## config.mk

```make
export PLATFORM = sky130hd
export DESIGN_NAME = fifo_wr_arb
export DESIGN_NICKNAME = d
export VERILOG_FILES = /design/src/rtl/fifo_pkg.sv /design/src/rtl/fifo_wr_arb_rr_arbiter.sv /design/src/rtl/fifo_wr_arb.sv
export SDC_FILE = /design/constraint.sdc
export NUM_CORES = 1
export LEC_CHECK = 0
export CAP_MARGIN = 0
export CORE_MARGIN = 2
export CORE_UTILIZATION = 40
export DETAILED_ROUTE_END_ITERATION = 16
export DONT_BUFFER_PORTS = 1
export HOLD_SLACK_MARGIN = 0.15
export PLACE_DENSITY = 0.56
export SLEW_MARGIN = 20
export SYNTH_ARGS = -nofsm -noshare
export SYNTH_HDL_FRONTEND = slang
export SYNTH_SLANG_ARGS = --single-unit
```

## constraint.sdc

```tcl
create_clock -name clk -period 7.8 [get_ports clk]
set_input_delay 1.56 -clock clk [delete_from_list [all_inputs] [get_ports clk]]
set_output_delay 1.56 -clock clk [all_outputs]
set_load 0.1 [all_outputs]
```

## src/rtl/fifo_pkg.sv

```systemverilog
// Shared helpers for the write-arbitrated FIFO: circular pointer wrap and
// pointer/count width for a given slot count.
package fifo_pkg;

    function automatic int unsigned ptr_width(input int unsigned depth);
        return $clog2(depth) + 1;
    endfunction

    // Wraps at depth, so any slot count works, not just powers of two.
    function automatic int unsigned next_ptr(input int unsigned p, input int unsigned depth);
        return (p + 1 == depth) ? 0 : p + 1;
    endfunction

endpackage

```

## src/rtl/fifo_wr_arb_rr_arbiter.sv

```systemverilog
// Single-winner request arbiter: round-robin starting at rr, or fixed lowest-index
// priority when FIFO_WR_ARB_FIXED_PRIO_EN is defined (rr is then ignored).
module rr_arbiter #(
    parameter int NREQ = 2,
    localparam int IW  = (NREQ > 1) ? $clog2(NREQ) : 1
) (
    input  logic [NREQ-1:0] req,
    input  logic [IW-1:0]   rr,
    output logic [NREQ-1:0] gnt,
    output logic [IW-1:0]   winner
);

    logic          found;
    logic [IW-1:0] idx;
    int            s;

`ifdef FIFO_WR_ARB_FIXED_PRIO_EN
    logic unused_rr;
    assign unused_rr = ^rr;
`endif

    always_comb begin
        gnt    = '0;
        winner = '0;
        found  = 1'b0;
        idx    = '0;
        s      = 0;
        for (int k = 0; k < NREQ; k++) begin
`ifdef FIFO_WR_ARB_FIXED_PRIO_EN
            s = k;
`else
            s = int'(rr) + k;
            if (s >= NREQ) s = s - NREQ;
`endif
            idx = IW'(s);
            if (!found && req[idx]) begin
                found       = 1'b1;
                gnt[idx]    = 1'b1;
                winner      = idx;
            end
        end
    end

endmodule

```

## src/rtl/fifo_wr_arb.sv

```systemverilog
// Shared FIFO with NREQ arbitrated write ports and one show-ahead read port.
// Build option: FIFO_WR_ARB_FIXED_PRIO_EN selects fixed priority instead of round-robin.
module fifo_wr_arb
    import fifo_pkg::*;
#(
    parameter int NREQ  = 2,
    parameter int WIDTH = 8,
    parameter int DEPTH = 5,
    localparam int PW   = ptr_width(DEPTH)
) (
    input  logic                  clk,
    input  logic                  rst,
    input  logic [NREQ-1:0]       req,
    input  logic [NREQ*WIDTH-1:0] wdata,
    output logic [NREQ-1:0]       gnt,
    input  logic                  rd,
    output logic [WIDTH-1:0]      rdata,
    output logic                  empty,
    output logic                  full,
    output logic [PW-1:0]         count
);

    localparam int AW = (DEPTH > 1) ? $clog2(DEPTH) : 1;
    localparam int IW = (NREQ > 1) ? $clog2(NREQ) : 1;

    logic [PW-1:0]    w_ptr_q, w_ptr_d, r_ptr_q, r_ptr_d, count_q, count_d;
    logic [PW-1:0]    w_ptr_nx, r_ptr_nx;
    logic [WIDTH-1:0] mem_q [DEPTH];
    logic [NREQ-1:0]  req_ok, arb_gnt;
    logic [IW-1:0]    winner, rr_sel;
    logic             wr_en, rd_en;
    logic [WIDTH-1:0] wr_data;

    assign w_ptr_nx = PW'(next_ptr(32'(w_ptr_q), DEPTH));
    assign r_ptr_nx = PW'(next_ptr(32'(r_ptr_q), DEPTH));

    assign empty = (w_ptr_q == r_ptr_q);
    assign full  = (w_ptr_nx == r_ptr_q);
    assign count = count_q;

    // Full comes from registered pointers, so a same-cycle pop never frees a slot early.
    assign req_ok = (rst || full) ? '0 : req;

    rr_arbiter #(.NREQ(NREQ)) u_arb (
        .req    (req_ok),
        .rr     (rr_sel),
        .gnt    (arb_gnt),
        .winner (winner)
    );

    assign gnt     = arb_gnt;
    assign wr_en   = |arb_gnt;
    assign rd_en   = rd && !empty && !rst;
    assign wr_data = wdata[winner*WIDTH +: WIDTH];
    assign rdata   = mem_q[r_ptr_q[AW-1:0]];

    always_comb begin
        w_ptr_d = wr_en ? w_ptr_nx : w_ptr_q;
        r_ptr_d = rd_en ? r_ptr_nx : r_ptr_q;
        count_d = count_q;
        case ({wr_en, rd_en})
            2'b10:   count_d = count_q + 1'b1;
            2'b01:   count_d = count_q - 1'b1;
            default: count_d = count_q;
        endcase
    end

    always_ff @(posedge clk) begin
        if (rst) begin
            w_ptr_q <= '0;
            r_ptr_q <= '0;
            count_q <= '0;
        end else begin
            w_ptr_q <= w_ptr_d;
            r_ptr_q <= r_ptr_d;
            count_q <= count_d;
        end
    end

    // Storage is deliberately not reset; pointers alone define what is valid.
    always_ff @(posedge clk) begin
        if (wr_en) mem_q[w_ptr_q[AW-1:0]] <= wr_data;
    end

`ifdef FIFO_WR_ARB_FIXED_PRIO_EN
    logic unused_winner;
    assign unused_winner = ^winner;
    assign rr_sel        = '0;
`else
    logic [IW-1:0] rr_q, rr_d;

    always_comb begin
        rr_d = rr_q;
        if (wr_en) rr_d = (winner == IW'(NREQ - 1)) ? '0 : winner + 1'b1;
    end

    always_ff @(posedge clk) begin
        if (rst) rr_q <= '0;
        else     rr_q <= rr_d;
    end

    assign rr_sel = rr_q;
`endif

endmodule

```

Word-level counts from Yosys, hierarchy flattened
Memory sizes are Yosys's and may differ from the RTL's. A register that Yosys moved wholly into a read port is not among the register bits.
Index checks and enable logic that the tools add are counted.
W data, S select, Z words.
- add/sub/neg operators: 8
- magnitude comparators: 6
- eq/ne operators: 6
- shift-type cells: 1
- mux-type cells: 24
- bitwise gates (word level): 1
- reduce and logical (&&, ||, !) cells: 11
- operators with widths (operator ; count):
    $shiftx A16 B5 Y8 ; 1
    $mux W1 ; 14
    $add A4 B1 Y5 const B ; 2
    $eq A5 B3 Y1 const B ; 2
    $eq A4 B4 Y1 ; 2
    $mux W4 ; 2
    $pmux W4 S2 ; 1
    $mux W2 ; 3
    $mux W3 ; 2
    $logic_and A1 B1 Y1 ; 5
    $add A4 B1 Y4 const B ; 1
    $lt A1 B2 Y1 const B ; 2
    $sub A4 B1 Y4 const B ; 1
    $logic_not A1 Y1 ; 3
    $add A1 B1 Y2 const B ; 1
    $demux W1 S1 ; 2
    $eq A2 B1 Y1 const B ; 1
    $eq A2 B2 Y1 const B ; 1
    $ge A1 B1 Y1 const B ; 2
    $ge A1 B2 Y1 const B ; 1
    $ge A2 B2 Y1 const B ; 1
    $or A2 B2 Y2 ; 1
    $reduce_bool A2 Y1 ; 1
    $reduce_or A2 Y1 ; 1
    other kinds (3) ; 4
- bits in registers: 13
- bits in writable memories: 40
- bits of input ports: 21
- logic and storage cells: 62
- memories kept: 1
- memory list (name ; depth ; width ; read ports ; clocked after Yosys merged registers in ; wr ports ; line ; text):
    mem_q ; 5 ; 8 ; 1 ; 1 ; 1 ; fifo_wr_arb.sv:28 ; logic [WIDTH-1:0] mem_q [DEPTH];

Logic depth before layout (Yosys ltp)
Gate-level depths: netlist of the first run.
- depth after elaboration: 15
- depth in mapped cells: 15
- mapped depth without buffers: 14

By module
From an unflattened synthesis of the first run, not the netlist that was laid out.
- cell total of the unflattened synthesis: 199
- area, all modules: 2731.4 µm²
- by module, submodules not included (module ; instances ; cells each ; area each (µm²)):
    fifo_wr_arb ; 1 ; 195 ; 2701.3
    rr_arbiter ; 1 ; 4 ; 30.0

Worst setup path before layout of the first run
Ideal clock, no wire load.
- path type: flip-flop to output port
- start point: reg w_ptr_q[0]
- end point: out gnt[0]
- arrival: 4.750 ns
- data required time: 6.240 ns
- slack: 1.490 ns
- stages on the path, launching flop included: 10
- path buffers: 2
- cells stage by stage: dfxtp_1 > buf_6 > inv_1 > ha_1 > nand2b_1 > mux2i_1 > or3_1 > and4_1 > buf_6 > nor4b_1
- longest elaborated chain between the ends: 12
- elaborated cells on any way between the ends: 16
- classes of those cells: add/sub (1); eq/ne (2); mux (9); bitwise (1); reduce/logical (3)
- RTL lines (item ; line ; text):
    from (decl) ; fifo_wr_arb.sv:26 ; logic [PW-1:0] w_ptr_q, w_ptr_d, r_ptr_q, r_ptr_d, count_q, count_d;
    from (signal assigned) ; fifo_wr_arb.sv:74 ; w_ptr_q <= w_ptr_d;
    $add A4 B1 Y5 (*) ; fifo_pkg.sv:11 ; return (p + 1 == depth) ? 0 : p + 1;
    $eq A5 B3 Y1 ; fifo_pkg.sv:11 ;
    $mux W4 (*) ; fifo_pkg.sv:11 ;
    $eq A4 B4 Y1 (*) ; fifo_wr_arb.sv:38 ; assign full = (w_ptr_nx == r_ptr_q);
    net full ; fifo_wr_arb.sv:19 ; output logic full,
    $logic_or A1 B1 Y1 (*) ; fifo_wr_arb.sv:42 ; assign req_ok = (rst || full) ? '0 : req;
    $mux W2 (*) ; fifo_wr_arb.sv:42 ;
    $mux W1 (implied by the code) (2 in series) ; fifo_wr_arb_rr_arbiter.sv:36 ; if (!found && req[idx]) begin
    $mux W1 ; fifo_wr_arb_rr_arbiter.sv:36 ;
    $logic_not A1 Y1 ; fifo_wr_arb_rr_arbiter.sv:36 ;
    $logic_and A1 B1 Y1 ; fifo_wr_arb_rr_arbiter.sv:36 ;
    $mux W2 (*) ; fifo_wr_arb_rr_arbiter.sv:36 ;
    to (decl) ; fifo_wr_arb.sv:15 ; output logic [NREQ-1:0] gnt,
Mark *: on every way through the listed nets, which the timed path passes. The rest lies on a longest branch. The select of a mux whose other input is x is not followed.

Worst setup path after layout of the first run
- start point: reg w_ptr_q[0]
- end point: out gnt[1]
The elaborated chain is that of the path after synthesis.

==> metrics.cfg, run 1 <==
[clocking]
clkLatencyLatePin_ns = 0.30
cts_sinks = 56
clkTransAtPathRegs_ns = 0.09
clockBufferDepth = 2
cts_tree = done
post-cts-setup-buffer-count = 0
cts_max_level = 2
cts_root_buf = clkbuf_8
numCtsBuffers = 5
cts_hold_buf = 0
cts_resized = 0

[floorplan]
rows = 29
fp.dieW_um = 84.9
start_util_pct = 41.3
io_pins = 37
core_area_um2 = 6350
die_h_um = 84.9
die_area_um2 = 7210

[synthesis]
yosysMostFrequentCell = edfxtp_1
syn-num-nets = 216
avgSynthCellArea_um2 = 14.0
yosys_warnings = 0
post-synth-top-area-cell = edfxtp_1
netlist_instances = 187
synth_area_um2 = 2620
yosys-top-cells-count = edfxtp_1, dfxtp_1, inv_1
synth.top_cell.area_share_pct = 45.8
ys_types = 37
synthArstFlopShare_pct = 0
synth_edf_count = 40
synth_seq_cells = 56
yosysSeqAreaShare_pct = 58.1
yosys_most_used_dff = edfxtp_1
synth_area_leaders = edfxtp_1, dfxtp_1, mux4_2, mux2_4, mux2_2

[routing]
vias = 1477
wirelength_um = 4740
drc = 0
via_per_inst = 5.55
ant_nets = 0
dr.pass1.iters = 4
drt_iter0_markers = 61
post_drt_wl_per_cell_um = 17.8

[hold_path]
hold_class = register to register

[setup_path]
slowest_stage = or3_1
crit_chain = inv_1 -> ha_1 -> nand2b_1 -> mux2i_1 -> or3_1 -> and4_1 -> or3_1 -> inv_1
crit_buf_inv = 2
critPathLaunchType = register
critPathKind = register to output pin
worstPathMaxFanout = 9
cp_top_family = simple AND/OR/NAND/NOR gates
cp.required_ns = 6.24
crit_path_end_kind = output pin
crit_arrival_ns = 4.03
slowest_delay_ns = 0.80

[layout]
drive_gt1_share_pct = 21.7
syn_to_final_growth_pct = 8.55
antenna_cells = 0
fin_nets = 217
postLayoutCoreUtil_pct = 44.8

[place]
port-buffer-count = 0
dp_hpwl_um = 3320
pre_cts_slack_ns = 2.57
finalWeightedCongestion = 0.832

[timing]
slew_headroom_pct = 23.0
hold_viol = 0
period_minus_slack_ns = 5.59
skew_ns = 0.00573
fin_ws_ns = 2.21
max_freq_mhz = 179
fin_crit_sh_pct = 71.6
max_slew.worst_pin.slew_ns = 1.16
final-setup-viol-count = 0
tns_ns = 0
finalMaxSlewViolations = 0
timing.hold.ws_ns = 0.529
rsz0062_at_grt = false

[grt]
grt_start_max_net_pins = 18
antenna_found_initial = 0
gr-total-overflow = 0
grt_pass1_vias = 1484
grt_pass1_wl_um = 7530
groute.usage.overall_pct = 13.6

[outcome]
outcome = completed

[job]
maxCapViolCount = 0

path summary, 6_finish.rpt:
kind	from	to	slack, ns	depth (start not counted)
min	r_ptr_q[3]	r_ptr_q[3]	0.53	2
max	w_ptr_q[0]	gnt[1]	2.21	8
min reg2reg	r_ptr_q[3]	r_ptr_q[3]	0.53	2
max reg2reg	w_ptr_q[0]	count[3]	3.90	14
registers in the layout, indices dropped and copies added, names as in the netlist, named ones only:
name / cells
w_ptr_q: 4
count: 4
r_ptr_q: 4
rr_q: 1
mem_q: 40
through the flow:
step                      cell area [um2]  std cells
final                                2840        266
after floorplan                      2620        187
after detailed placement             2710        258
after global placement               2710        258
after global routing                 2840        266
after CTS                            2840        266
cells by family after synthesis:
logic type | Yosys count | share of synthesized area, %
flip-flops | 56 | 58.1
AND/OR/NAND/NOR | 37 | 7.59
AO/OA/AOI/OAI | 25 | 6.02
multiplexers | 25 | 15.3
buffers and inverters | 23 | 4.58
XOR/XNOR | 13 | 4.35
adder cells (fa/ha/maj) | 8 | 4.11
placed cells by master, fill, tap and decap left out, types with 2 or more instances in the layout:
cell type	count
a21oi_1	9
buf_4	3
bufinv_16	2
clkbuf_8	5
dfxtp_1	16
edfxtp_1	40
ha_1	7
inv_1	13
mux2_2	8
mux2_4	8
mux4_2	8
nand2_1	10
nand2b_1	2
nand3_1	2
nor2_1	8
nor3_1	3
nor3_2	2
o21ai_0	6
o31ai_1	3
or3_1	4
xnor2_1	8
xor2_1	5
worst min-delay path: stages (launching register included):
cell,delay [ns]
dfxtp_1,0.35
o21ai_0,0.08
a21oi_1,0.06
layer usage:
metal,vias to the layer above,routed length (um),GRT usage [%]
met2,39,2370,22.8
li1,686,-,-
met1,745,1990,16.9
met4,0,83,4.76
met3,7,302,3.89
met5,-,0,0
area by class of cell:
type                            instances  area, um2
Fill cell                             563       3510
Sequential cell                        56       1520
Multi-Input combinational cell        108        995
Tap cell                               77       96.3
Clock buffer                            6       72.6
Clock inverter                          2       60.1
Timing Repair Buffer                    4       50.0
Inverter                               13       48.8
Power of run 1 is left out: the tool's default activity adds up to more than one toggle a clock period on the data nets, which glitch-free logic cannot reach.
==> inputs of run 2 (changes only) <==
==> constraint.sdc (replaced) <==
create_clock -name clk -period 5.74 [get_ports clk]
set_input_delay 1.148 -clock clk [delete_from_list [all_inputs] [get_ports clk]]
set_output_delay 1.148 -clock clk [all_outputs]
set_load 0.1 [all_outputs]
==> metrics.cfg, run 2 (synthesis gave the netlist of run 1 again) <==
[place]
finalWeightedCongestion = 0.820
pre_cts_slack_ns = 1.22
port-buffer-count = 0
dp_hpwl_um = 3520
dp.cells = 261

[routing]
wirelength_um = 4980
drt_iter0_markers = 104
via_per_inst = 5.53
drc = 0
ant_nets = 0
dr.pass1.iters = 4
post_drt_wl_per_cell_um = 18.5
vias = 1488

[layout]
fin_nets = 220
drive_gt1_share_pct = 22.4
postLayoutCoreUtil_pct = 44.6
fin_cells = 269
multiInputGateArea_um2 = 993
antenna_cells = 0
fillCellCount = 562
syn_to_final_growth_pct = 7.98
final_common_cell = edfxtp_1
final-seq-area_um2 = 1520
largest_reg_flops = 40
layout_common_cells = edfxtp_1, dfxtp_1, inv_1

[grt]
grt_start_max_net_pins = 19
groute.usage.overall_pct = 14.4
top_usage_layer = met2
met1_usage_pct = 17.7
grt_util_met3_pct = 3.40
antenna_found_initial = 0
grt_pass1_wl_um = 7960
gr-total-overflow = 0
met2_usage_pct = 25.3
grt_pass1_vias = 1577

[clocking]
numCtsBuffers = 5
cts_hold_buf = 0
cts_root_buf = clkbuf_8
clkLatencyLatePin_ns = 0.31
cts_sinks = 56
cts_resized = 0
post-cts-setup-buffer-count = 0
cts_tree = done
clkTransAtPathRegs_ns = 0.10
clockBufferDepth = 2
cts_max_level = 2

[hold_path]
hold_class = register to register

[floorplan]
io_pins = 37
die_area_um2 = 7210
start_util_pct = 41.3
rows = 29
die_h_um = 84.9
fp.dieW_um = 84.9
core_area_um2 = 6350

[setup_path]
worstPathMaxFanout = 9
crit_path_end_kind = output pin
rrSetupSlack_ns = 1.93
crit_arrival_ns = 3.70
cp.required_ns = 4.59
critPathLaunchType = register
critPathKind = register to output pin

[timing]
max_slew.worst_pin.slew_ns = 1.05
final-setup-viol-count = 0
fin_crit_sh_pct = 84.5
max_freq_mhz = 206
hold_viol = 0
finalMaxSlewViolations = 0
slew_headroom_pct = 30.2
period_minus_slack_ns = 4.85
skew_ns = 0.00541
rsz0062_at_grt = false
fin_ws_ns = 0.892
tns_ns = 0

[job]
maxCapViolCount = 0

[outcome]
outcome = completed

## run 2: cell types whose count changed in the layout (fill, tap and decap cells not counted)
cell,before,now
nor3_1,3,5
buf_4,3,7
buf_16,1,0
clkinv_4,0,2
clkbuf_1,1,0
nor4b_2,1,0
bufinv_16,2,1
nor3_2,2,0
nor4b_4,0,1
## run 2: metrics by stage
stage | hold slack, ns | area (um2)
CTS | 0.534 | 2830
finish | 0.529 | 2830
detailed placement | 0.520 | 2710
floorplan | 0.490 | 2630
global placement | 0.507 | 2710
global route | 0.563 | 2830
## run 2: layout make-up
class                           instances  share of cell area (%)
Timing Repair Buffer                    7                    1.86
Sequential cell                        56                    53.8
Inverter                               13                    1.72
Multi-Input combinational cell        108                    35.1
Tap cell                               77                    3.41
Clock buffer                            5                    2.43
Clock inverter                          3                    1.68
## run 2: metal layers
layer	up-vias	routed length (um)
met3	6	191
met5	-	0
met4	0	60
li1	702	-
met1	748	2150
met2	32	2580
## run 2: final timing paths
kind              start          to  depth (start not counted)
min          r_ptr_q[3]  r_ptr_q[3]                          2
max reg2reg  w_ptr_q[0]    count[3]                         14
min reg2reg  r_ptr_q[3]  r_ptr_q[3]                          2
max          w_ptr_q[0]      gnt[1]                          9
## run 2: critical path, stage by stage (launching register included)
cell and delay [ns]:
dfxtp_1 0.56, inv_1 0.19, ha_1 0.25, nand2b_1 0.10
mux2i_1 0.11, or3_1 0.33, and4_1 0.22, buf_4 0.25
or3_1 0.65, inv_1 0.73
Power of run 2 is left out for the same reason.
==> inputs of run 3 (changes only) <==
==> constraint.sdc (replaced) <==
create_clock -name clk -period 4.9 [get_ports clk]
set_input_delay 0.98 -clock clk [delete_from_list [all_inputs] [get_ports clk]]
set_output_delay 0.98 -clock clk [all_outputs]
set_load 0.1 [all_outputs]
==> metrics.cfg, run 3 (synthesis gave the netlist of run 1 again) <==
[setup_path]
crit_buf_inv = 3
crit_path_end_kind = output pin
crit_arrival_ns = 3.14
slowest_delay_ns = 0.63
crit-reg2reg-capture = count[3]
reg2reg_from = w_ptr_q[0]
reg2reg_depth = 14
cp.required_ns = 3.92
crit_chain = inv_1 -> ha_1 -> nand2b_1 -> mux2i_1 -> or3_1 -> and4_1 -> or3_1 -> inv_1 -> buf_4
cp_top_family = simple AND/OR/NAND/NOR gates
critPathKind = register to output pin
slowest_stage = or3_1
critPathLaunchType = register
worstPathMaxFanout = 9
rrSetupSlack_ns = 1.10

[clocking]
cts_root_buf = clkbuf_8
clockBufferDepth = 2
cts_sinks = 56
cts_max_level = 2
cts_hold_buf = 0
cts_tree = done
post-cts-setup-buffer-count = 0
clkLatencyLatePin_ns = 0.30
numCtsBuffers = 5
cts_resized = 0
clkTransAtPathRegs_ns = 0.10

[routing]
drc = 0
post_drt_wl_per_cell_um = 18.0
via_per_inst = 5.43
maxUsedRoutingLayer = met4
drt_iter0_markers = 70
vias = 1462
m1WireLength_um = 2190
wl_met2_um = 2360
ant_nets = 0
wirelength_um = 4830
dr.pass1.iters = 4
met3WireLength_um = 201

[outcome]
outcome = completed

[place]
dp.cells = 261
port-buffer-count = 0
finalWeightedCongestion = 0.819
dp_hpwl_um = 3360

[timing]
final-setup-viol-count = 0
max_freq_mhz = 242
slew_headroom_pct = 29.7
timing.hold.ws_ns = 0.526
hold_viol = 0
finalMaxSlewViolations = 0
skew_ns = 0.00531
max_slew.worst_pin.slew_ns = 1.05
tns_ns = 0
period_minus_slack_ns = 4.12
fin_crit_sh_pct = 84.2
rsz0062_at_grt = false

[layout]
drive_gt1_share_pct = 22.4
layout_common_cells = edfxtp_1, dfxtp_1, inv_1
fillCellCount = 577
largest_reg_flops = 40
final_common_cell = edfxtp_1
antenna_cells = 0
syn_to_final_growth_pct = 7.12
fin_nets = 220
fin_cells = 269

[grt]
gr-total-overflow = 0
antenna_found_initial = 0
grt_pass1_wl_um = 7730
grt_start_max_net_pins = 18
grt_pass1_vias = 1479
groute.usage.overall_pct = 14.1

[floorplan]
start_util_pct = 41.3
core_area_um2 = 6350
die_h_um = 84.9
io_pins = 37
rows = 29
fp.dieW_um = 84.9
die_area_um2 = 7210

[job]
maxCapViolCount = 0

[hold_path]
hold_class = register to register
min_to = r_ptr_q[3]
min_from = r_ptr_q[3]
hold-path-cell-count = 2

==> run 3: layout make-up <==
| class | instances | area [um2] | area share, % |
|---|---|---|---|
| flip-flops and latches | 56 | 1520 | 54.2 |
| multi-input cells | 108 | 998 | 35.6 |
| well taps | 77 | 96.3 | 3.43 |
| clock buffers | 6 | 72.6 | 2.59 |
| repair buffers | 7 | 52.6 | 1.87 |
| inverters | 13 | 48.8 | 1.74 |
| clock inverters | 2 | 16.3 | 0.580 |
==> run 3: per-layer routing <==
metal  vias up  track usage [%]
met5         -                0
met3         7             3.60
met4         0             5.19
li1        696                -
met2        37             22.6
met1       722             18.5
==> run 3: worst max-delay path by stage <==
stage	from	to	slack (ns)	cells after the start
floorplan	w_ptr_q[0]	gnt[0]	0.58	9
global route	w_ptr_q[0]	gnt[1]	0.49	9
detailed placement	w_ptr_q[0]	gnt[1]	1.13	9
finish	w_ptr_q[0]	gnt[1]	0.78	9
CTS	w_ptr_q[0]	gnt[1]	0.76	9
global placement	w_ptr_q[0]	gnt[1]	1.29	9
==> run 3: worst reg2reg max path: cells and delay by family, from the launching register on <==
kind	cells	cell delay, ns
AO/OA/AOI/OAI	4	1.01
adder cells (fa/ha/maj)	3	0.81
AND/OR/NAND/NOR	3	0.74
flip-flops	1	0.57
buffers and inverters	2	0.38
multiplexers	1	0.12
XOR/XNOR	1	0.10
==> run 3: through the flow <==
| step | utilization, % | worst slack [ns] | area [um2] |
|---|---|---|---|
| finish | 44.2 | 0.776 | 2810 |
| global route | 44.2 | 0.488 | 2810 |
| CTS | 44.2 | 0.760 | 2810 |
| detailed placement | 42.8 | 1.13 | 2720 |
| global placement | 42.8 | 1.29 | 2720 |
| floorplan | - | 0.581 | 2630 |
Power of run 3 is left out for the same reason.
